### src/rtl/apb_pkg.sv
// rtl/apb_pkg.sv - shared defaults, state encoding and command/response types for the APB master bridge
package apb_pkg;
  localparam int APB_DATA_WIDTH = 8;
  localparam int APB_ADDR_WIDTH = 8;

  typedef enum logic [1:0] {IDLE, SETUP, ACCESS} apb_state_e;

  typedef struct packed {
    logic                      write;
    logic [APB_ADDR_WIDTH-1:0] addr;
    logic [APB_DATA_WIDTH-1:0] wdata;
  } apb_cmd_t;

  typedef struct packed {
    logic [APB_DATA_WIDTH-1:0] rdata;
    logic                      err;
    logic                      timeout;
  } apb_rsp_t;
endpackage

### src/rtl/apb_wait_timer.sv
// rtl/apb_wait_timer.sv - saturating ACCESS wait-state counter with timeout flag
module apb_wait_timer #(
  parameter int TIMEOUT_CYCLES = 16
) (
  input  logic PCLK,
  input  logic PRESET,
  input  logic clr,
  input  logic en,
  output logic expired
);
  localparam int CW = (TIMEOUT_CYCLES > 0) ? $clog2(TIMEOUT_CYCLES + 1) : 1;
  localparam logic [CW-1:0] LAST = (TIMEOUT_CYCLES > 0) ? CW'(TIMEOUT_CYCLES - 1) : '0;

  logic [CW-1:0] cnt;

  always_ff @(posedge PCLK) begin
    if (PRESET || clr) begin
      cnt <= '0;
    end else if (en && (cnt != '1)) begin
      cnt <= cnt + CW'(1);
    end
  end

  // Flags the wait cycle whose closing edge must abort the transfer.
  assign expired = (TIMEOUT_CYCLES != 0) && en && (cnt == LAST);
endmodule

### src/rtl/apb_master_bridge.sv
// rtl/apb_master_bridge.sv - single-beat command port to APB SETUP/ACCESS initiator
module apb_master_bridge
  import apb_pkg::*;
#(
  parameter int DATA_WIDTH     = APB_DATA_WIDTH,
  parameter int ADDR_WIDTH     = APB_ADDR_WIDTH,
  parameter int TIMEOUT_CYCLES = 16
) (
  input  logic                  PCLK,
  input  logic                  PRESET,
  input  logic                  cmd_valid,
  output logic                  cmd_ready,
  input  logic                  cmd_write,
  input  logic [ADDR_WIDTH-1:0] cmd_addr,
  input  logic [DATA_WIDTH-1:0] cmd_wdata,
  output logic                  rsp_valid,
  output logic [DATA_WIDTH-1:0] rsp_rdata,
  output logic                  rsp_err,
  output logic                  rsp_timeout,
  output logic                  PSELx,
  output logic                  PENABLE,
  output logic [ADDR_WIDTH-1:0] PADDR,
  output logic                  PWRITE,
  output logic [DATA_WIDTH-1:0] PWDATA,
  input  logic                  PREADY,
  input  logic [DATA_WIDTH-1:0] PRDATA,
  input  logic                  PSLVERR
);
  apb_state_e state;
  logic       accept;
  logic       timer_expired;

  // Held low during reset so the port only opens once PRESET is released.
  assign cmd_ready = !PRESET && ((state == IDLE) || ((state == ACCESS) && PREADY));
  assign accept    = cmd_valid && cmd_ready;

  apb_wait_timer #(
    .TIMEOUT_CYCLES(TIMEOUT_CYCLES)
  ) u_wait_timer (
    .PCLK   (PCLK),
    .PRESET (PRESET),
    .clr    (state != ACCESS),
    .en     ((state == ACCESS) && !PREADY),
    .expired(timer_expired)
  );

  always_ff @(posedge PCLK) begin
    if (PRESET) begin
      state       <= IDLE;
      PSELx       <= 1'b0;
      PENABLE     <= 1'b0;
      PADDR       <= '0;
      PWRITE      <= 1'b0;
      PWDATA      <= '0;
      rsp_valid   <= 1'b0;
      rsp_rdata   <= '0;
      rsp_err     <= 1'b0;
      rsp_timeout <= 1'b0;
    end else begin
      rsp_valid   <= 1'b0;
      rsp_rdata   <= '0;
      rsp_err     <= 1'b0;
      rsp_timeout <= 1'b0;
      case (state)
        IDLE: begin
          PENABLE <= 1'b0;
          if (accept) begin
            PSELx  <= 1'b1;
            PADDR  <= cmd_addr;
            PWRITE <= cmd_write;
            PWDATA <= cmd_wdata;
            state  <= SETUP;
          end else begin
            PSELx <= 1'b0;
          end
        end
        SETUP: begin
          PENABLE <= 1'b1;
          state   <= ACCESS;
        end
        ACCESS: begin
          if (PREADY) begin
            rsp_valid <= 1'b1;
            rsp_rdata <= PWRITE ? '0 : PRDATA;
            rsp_err   <= PSLVERR;
            PENABLE   <= 1'b0;
            // A command accepted on the completing edge skips IDLE entirely.
            if (accept) begin
              PADDR  <= cmd_addr;
              PWRITE <= cmd_write;
              PWDATA <= cmd_wdata;
              state  <= SETUP;
            end else begin
              PSELx <= 1'b0;
              state <= IDLE;
            end
          end else if (timer_expired) begin
            rsp_valid   <= 1'b1;
            rsp_err     <= 1'b1;
            rsp_timeout <= 1'b1;
            PSELx       <= 1'b0;
            PENABLE     <= 1'b0;
            state       <= IDLE;
          end
        end
        default: begin
          PSELx   <= 1'b0;
          PENABLE <= 1'b0;
          state   <= IDLE;
        end
      endcase
    end
  end
endmodule

### config.mk
export PLATFORM = sky130hd
export DESIGN_NAME = apb_master_bridge
export DESIGN_NICKNAME = d
export VERILOG_FILES = /design/src/rtl/apb_pkg.sv /design/src/rtl/apb_wait_timer.sv /design/src/rtl/apb_master_bridge.sv
export SDC_FILE = /design/constraint.sdc
export NUM_CORES = 1
export LEC_CHECK = 0
export ABC_AREA = 1
export CAP_MARGIN = 20
export CORE_ASPECT_RATIO = 1.4
export CORE_MARGIN = 2
export CORE_UTILIZATION = 45
export DETAILED_ROUTE_END_ITERATION = 8
export PLACE_DENSITY = 0.92
export SYNTH_ARGS = -nofsm -noshare
export SYNTH_HDL_FRONTEND = slang
export SYNTH_SLANG_ARGS = --single-unit
### constraint.sdc
create_clock -name PCLK -period 2.1 [get_ports PCLK]
set_input_delay 0.42 -clock PCLK [delete_from_list [all_inputs] [get_ports PCLK]]
set_output_delay 0.42 -clock PCLK [all_outputs]
set_load 0.005 [all_outputs]
; ---- Word-level counts from Yosys, hierarchy flattened
; Cells that the tools add are included.
[word_totals]
regBits = 37
in_bits = 30
out_inout_bits = 31
word_cells = 66
[classes]
addsub = 1
eq_ne = 9
n_mux = 24
bitwise = 3
n_reduce_logical = 18
[ops]
columns = op, count
row1 = 8-bit two-way mux, 4
row2 = 8-bit case mux with 2 select lines, 2
row3 = 1-bit two-way mux, 11
row4 = 1-bit logical AND, 6
row5 = 2-bit two-way mux, 3
row6 = "2-bit inequality test, second input constant", 3
row7 = "3-bit inequality test, second input constant", 2
row8 = 2-bit case mux with 3 select lines, 1
row9 = "5-bit by 1-bit adder with 5-bit output, second input constant", 1
row10 = "5-bit by 4-bit equality test with 1-bit output, second input constant", 1
row11 = "5-bit inequality test, second input constant", 1
row12 = 1-bit case mux with 2 select lines, 2
row13 = 2-bit AND reduction, 2
row14 = 4-bit OR reduction, 1
row15 = 1-bit inverter, 3
row16 = 1-bit case mux with 3 select lines, 1
row17 = 3-bit AND reduction, 1
row18 = 3-bit OR reduction, 1
row19 = "2-bit by 1-bit equality test with 1-bit output, second input constant", 1
row20 = "2-bit equality test, second input constant", 1
row21 = 1-bit logical NOT, 2
row22 = 2-bit logical NOT, 1
row23 = 1-bit logical OR, 2
row24 = 2-bit nonzero test, 1
row25 = 2-bit OR reduction, 1

; ---- Logic depth before layout (Yosys ltp)
[logic_depth]
ltp_word = 8
depth_mapped = 10
depth_no_buf = 10

; ---- Modules after synthesis
; From an unflattened synthesis, not the netlist that was laid out.
[hier_totals]
hier_cells = 172
hier_area_um2 = 1442.6
[by_module_without_submodules]
columns = mod, instances, cells_per_inst, area_each_um2, seq_area_each_um2
row1 = apb_master_bridge, 1, 133, 1164.9, 640.6
row2 = apb_wait_timer, 1, 39, 277.8, 100.1

; ---- Worst setup path before layout
; No wires, ideal clock.
[synth_path]
kind = reg2reg
from = register u_wait_timer.cnt[0]
to = register u_wait_timer.cnt[0]
setup_time_ps = 113
t_arrival_ps = 1266
t_required_ps = 1987
slack_ps = 721
stages_incl_launch_ff = 9
n_path_buf = 0
period_less_slack_ps = 1379
cell_sequence = dfxtp_1 > ha_1 > nand2_1 > nor2_1 > ha_1 > nor2_1 > nand2_1 > nand2_1 > nor2_1
[synth_via]
elab_chain_cells = 2
elab_cells_between_ends = 3
cone_classes = add/sub: 1 / eq/ne: 1 / reduce/logical: 1
[synth_rtl]
columns = item, line_no
row1 = from (decl), apb_wait_timer.sv:14  ; logic [CW-1:0] cnt;
row2 = from (signal assigned), apb_wait_timer.sv:20  ; cnt <= cnt + CW'(1);
row3 = branches (longest 2 deep; another with 5-bit by 1-bit adder with 5-bit output), n/a
; Several ways; the timed one is not identified.
; A chain may end at the register's enable or synchronous reset.

; ---- Worst setup path after layout
[layout_path]
from = input port PREADY
to = output port cmd_ready
[layout_via]
elab_chain_cells = 3
[layout_rtl]
columns = item, line_no
row1 = from (decl), apb_master_bridge.sv:25  ; input logic PREADY,
row2 = 1-bit logical AND, apb_master_bridge.sv:34  ; assign cmd_ready = !PRESET && ((state == IDLE) || ((state == ACCESS) && PREADY));
row3 = 1-bit logical OR, apb_master_bridge.sv:34
row4 = 1-bit logical AND, apb_master_bridge.sv:34
row5 = to (decl), apb_master_bridge.sv:12  ; output logic cmd_ready,
; No other way between the ends.

==> impl_metrics.py <==
metrics = {
    "floorplan": {
        "die_h_um": 70.8,
        "die_w_um": 51.8,
        "start_util_pct": 46.4,
        "pin_count": 61,
        "coreArea_sq_um": 3090,
        "placementRows": 24,
        "die_area_sq_um": 3670,
    },
    "routing": {
        "ant_nets": 0,
        "avgViaCountPerCell": 4.71,
        "dr_wl_met3_um": 172,
        "dr_wl_met2_um": 1720,
        "drt_pass1_iterations": 4,
        "vias": 1333,
        "highest_layer": "met4",
        "wirelength_um": 3150,
        "drc": 0,
        "drtIter0Drc": 16,
        "met1Wirelength_um": 1200,
        "wl_per_cell_um": 11.1,
    },
    "grt": {
        "grt_overflow": 0,
        "grt_max_degree": 24,
        "grt_usage_pct": 18.6,
        "antenna_found_initial": 0,
        "grt_pass1_wl_um": 5090,
        "grt_pass1_vias": 1286,
    },
    "power": {
        "finalPower_mw": 1.42,
        "power_density_nw_per_um2": 650,
        "irDropWorstVdd_uv": 566,
        "p_leak_nw": 0.865,
    },
    "timing": {
        "rsz0062_at_grt": "no",
        "setup_viol": 0,
        "period_share_pct": 92.2,
        "max_clock_freq_ghz": 0.516,
        "fin_crit_ns": 1.94,
        "slew_headroom_pct": 71.3,
        "fin_ws_ns": 0.163,
        "worst_slew_pin_slew_ns": 0.429,
        "final.setup_skew_ns": 0.00645,
        "drv_slew": 0,
        "hold_viol": 0,
    },
    "finish": {
        "nFillCells": 257,
        "layout.cells.non_filler": 283,
        "drive_gt1_share_pct": 14.3,
        "diodes": 0,
        "final_core_util_pct": 70.8,
        "nNetsFinal": 277,
        "syn2layout_area_growth_pct": 52.4,
    },
    "worst_setup_path": {
        "cp.arrival_ns": 1.52,
        "r2r_end": "u_wait_timer.cnt[4]$_SDFFE_PP0P_",
        "endpoint_kind": "primary output",
        "cp_max_fo": 2,
        "crit_required_ns": 1.68,
        "r2r_slack_ns": 0.52,
        "path_class": "in -> out",
        "reg2reg_from": "u_wait_timer.cnt[0]$_SDFFE_PP0P_",
        "r2r.worst_path.cells": 8,
        "cp-start-kind": "input port",
    },
    "synthesis": {
        "synthMuxAreaShare_pct": 0,
        "synth_top_family_by_area": "simple AND/OR/NAND/NOR gates",
        "synth.avg_cell_area_sq_um": 8.16,
        "syn_inst": 176,
        "seq_area_frac_synth_pct": 51.6,
        "syn_nets": 209,
        "ys_ff_latch": 37,
        "synthXorXnorAreaFrac_pct": 0.610,
        "synth_compound_area_share_pct": 10.4,
        "synthSimpleGateAreaFrac_pct": 27.0,
        "yosys_warnings": 0,
        "netlist_area_sq_um": 1440,
        "synthAdderAreaFrac_pct": 2.61,
        "synth_cell_type_count": 22,
    },
    "clocking": {
        "tritoncts": "built",
        "ctsHtreeMaxLevel": 2,
        "cts_buffers": 5,
        "cts_sinks": 37,
        "cts-root-buf": "clkbuf_8",
        "clkTransAtPathRegs_ns": 0.07,
        "insertion_delay_ns": 0.29,
        "cts_setup_buffers": 0,
        "cts_max_path_buffers": 2,
    },
    "place": {
        "pre_cts_slack_ns": -0.111,
        "gp_congestion": 0.817,
        "dp_hpwl_um": 2370,
        "dp.cells": 276,
        "placement.io_buffers": 60,
    },
    "min_path": {
        "worst_hold_path.num_cells": 2,
        "min-delay-start": "PADDR[4]$_SDFFE_PP0P_",
        "hp-class": "reg -> reg",
        "hold_end": "PADDR[4]$_SDFFE_PP0P_",
    },
    "status": {
        "status": "complete, no violations",
    },
    "flow_run": {
        "drv_cap": 0,
    },
}
==> power by group <==
group          internal [mW]  switching [mW]
sequential             0.724          0.0130
clock                  0.260           0.236
combinational          0.113          0.0774
total                   1.10           0.327
==> cells in the final DEF, fill, tap and decap left out <==
cell type / synthesis / layout
buf_4: 1 / 4
clkbuf_8: 0 / 6
dlygate4sd2_1: 0 / 1
nand3_1: 7 / 7
buf_12: 0 / 1
a21oi_1: 13 / 13
inv_1: 19 / 19
dfxtp_1: 37 / 37
nand2_2: 10 / 10
a21oi_2: 9 / 9
clkdlybuf4s50_1: 0 / 59
nor3_1: 1 / 1
inv_2: 1 / 1
nor2_2: 1 / 1
nand2_1: 43 / 43
inv_4: 1 / 1
ha_1: 3 / 3
nor2_4: 1 / 1
nand4_1: 1 / 1
clkbuf_1: 1 / 1
o21ai_0: 1 / 1
xor2_1: 1 / 1
nor2_1: 22 / 22
nand3_4: 1 / 1
==> cell type report <==
class | count | area, sq um | share of cell area, %
inverter | 21 | 81.3 | 3.71
timing repair buffer | 65 | 649 | 29.7
sequential | 37 | 741 | 33.8
multi-input combinational | 114 | 583 | 26.6
tap | 39 | 48.8 | 2.23
clock buffer | 7 | 86.3 | 3.94
==> worst max-delay path, cell delays in order <==
cell and delay [ns]:
clkdlybuf4s50_1 0.51, inv_2 0.05, nand3_1 0.10, inv_1 0.06, nor3_1 0.12, dlygate4sd2_1 0.26
==> routing by layer <==
metal	global-route usage [%]	up-vias
met1	17.6	615
met5	0	-
met4	9.36	0
met3	5.91	7
met2	34.5	33
li1	-	678
==> kinds of logic (layout without fill, tap and decap cells) <==
family | after synthesis | count (layout)
flip-flops | 37 | 37
XOR/XNOR | 1 | 1
buffers and inverters | 25 | 93
adder cells (fa/ha/maj) | 3 | 3
AND/OR/NAND/NOR | 87 | 87
AO/OA/AOI/OAI | 23 | 23
==> Yosys cell counts <==
master     n  area [sq um]
a21oi_1   13          65.1
a21oi_2    9          78.8
buf_2      1          5.00
buf_4      1          7.51
buf_8      1          15.0
clkbuf_1   1          3.75
dfxtp_1   37           741
ha_1       3          37.5
inv_1     19          71.3
inv_2      1          3.75
inv_4      1          6.26
nand2_1   43           161
nand2_2   10          62.6
nand3_1    7          35.0
nand3_4    1          17.5
nand4_1    1          6.26
nor2_1    22          82.6
nor2_2     1          6.26
nor2_4     1          11.3
nor3_1     1          5.00
o21ai_0    1          5.00
xor2_1     1          8.76
==> worst max path at each step <==
| stage | from | to | slack, ns |
|---|---|---|---|
| 6_report | PREADY | cmd_ready | 0.16 |
| 5_1_grt | PREADY | cmd_ready | 0.07 |
| 4_1_cts | PREADY | cmd_ready | 0.17 |
| 3_5_place_dp | PREADY | cmd_ready | -0.11 |
| 3_3_place_gp | PREADY | cmd_ready | -0.09 |
| 2_1_floorplan | u_wait_timer.cnt[0]$_SDFFE_PP0P_ | u_wait_timer.cnt[0]$_SDFFE_PP0P_ | 0.72 |
==> what timing repair did <==
action	in CTS	in global routing
setup endpoints to repair	1	0
gates resized for setup	1	0
hold buffers	0	0
==> sequential cells by signal (all words and copies together) (netlist names) <==
register          cells
PSELx                 1
state                 2
PENABLE               1
rsp_rdata             8
PWRITE                1
rsp_err               1
PWDATA                8
PADDR                 8
rsp_valid             1
u_wait_timer.cnt      5
rsp_timeout           1
==> through the flow <==
step | area, sq um | TNS [ns] | hold WS [ns]
6_report | 2190 | 0 | 0.472
5_1_grt | 2190 | 0 | 0.490
4_1_cts | 2190 | 0 | 0.469
3_5_place_dp | 2100 | -0.111 | 0.458
3_3_place_gp | 2100 | -0.0909 | 0.455
2_1_floorplan | 1440 | 0 | 0.458
No activity file was read; power rests on OpenSTA's default activity.
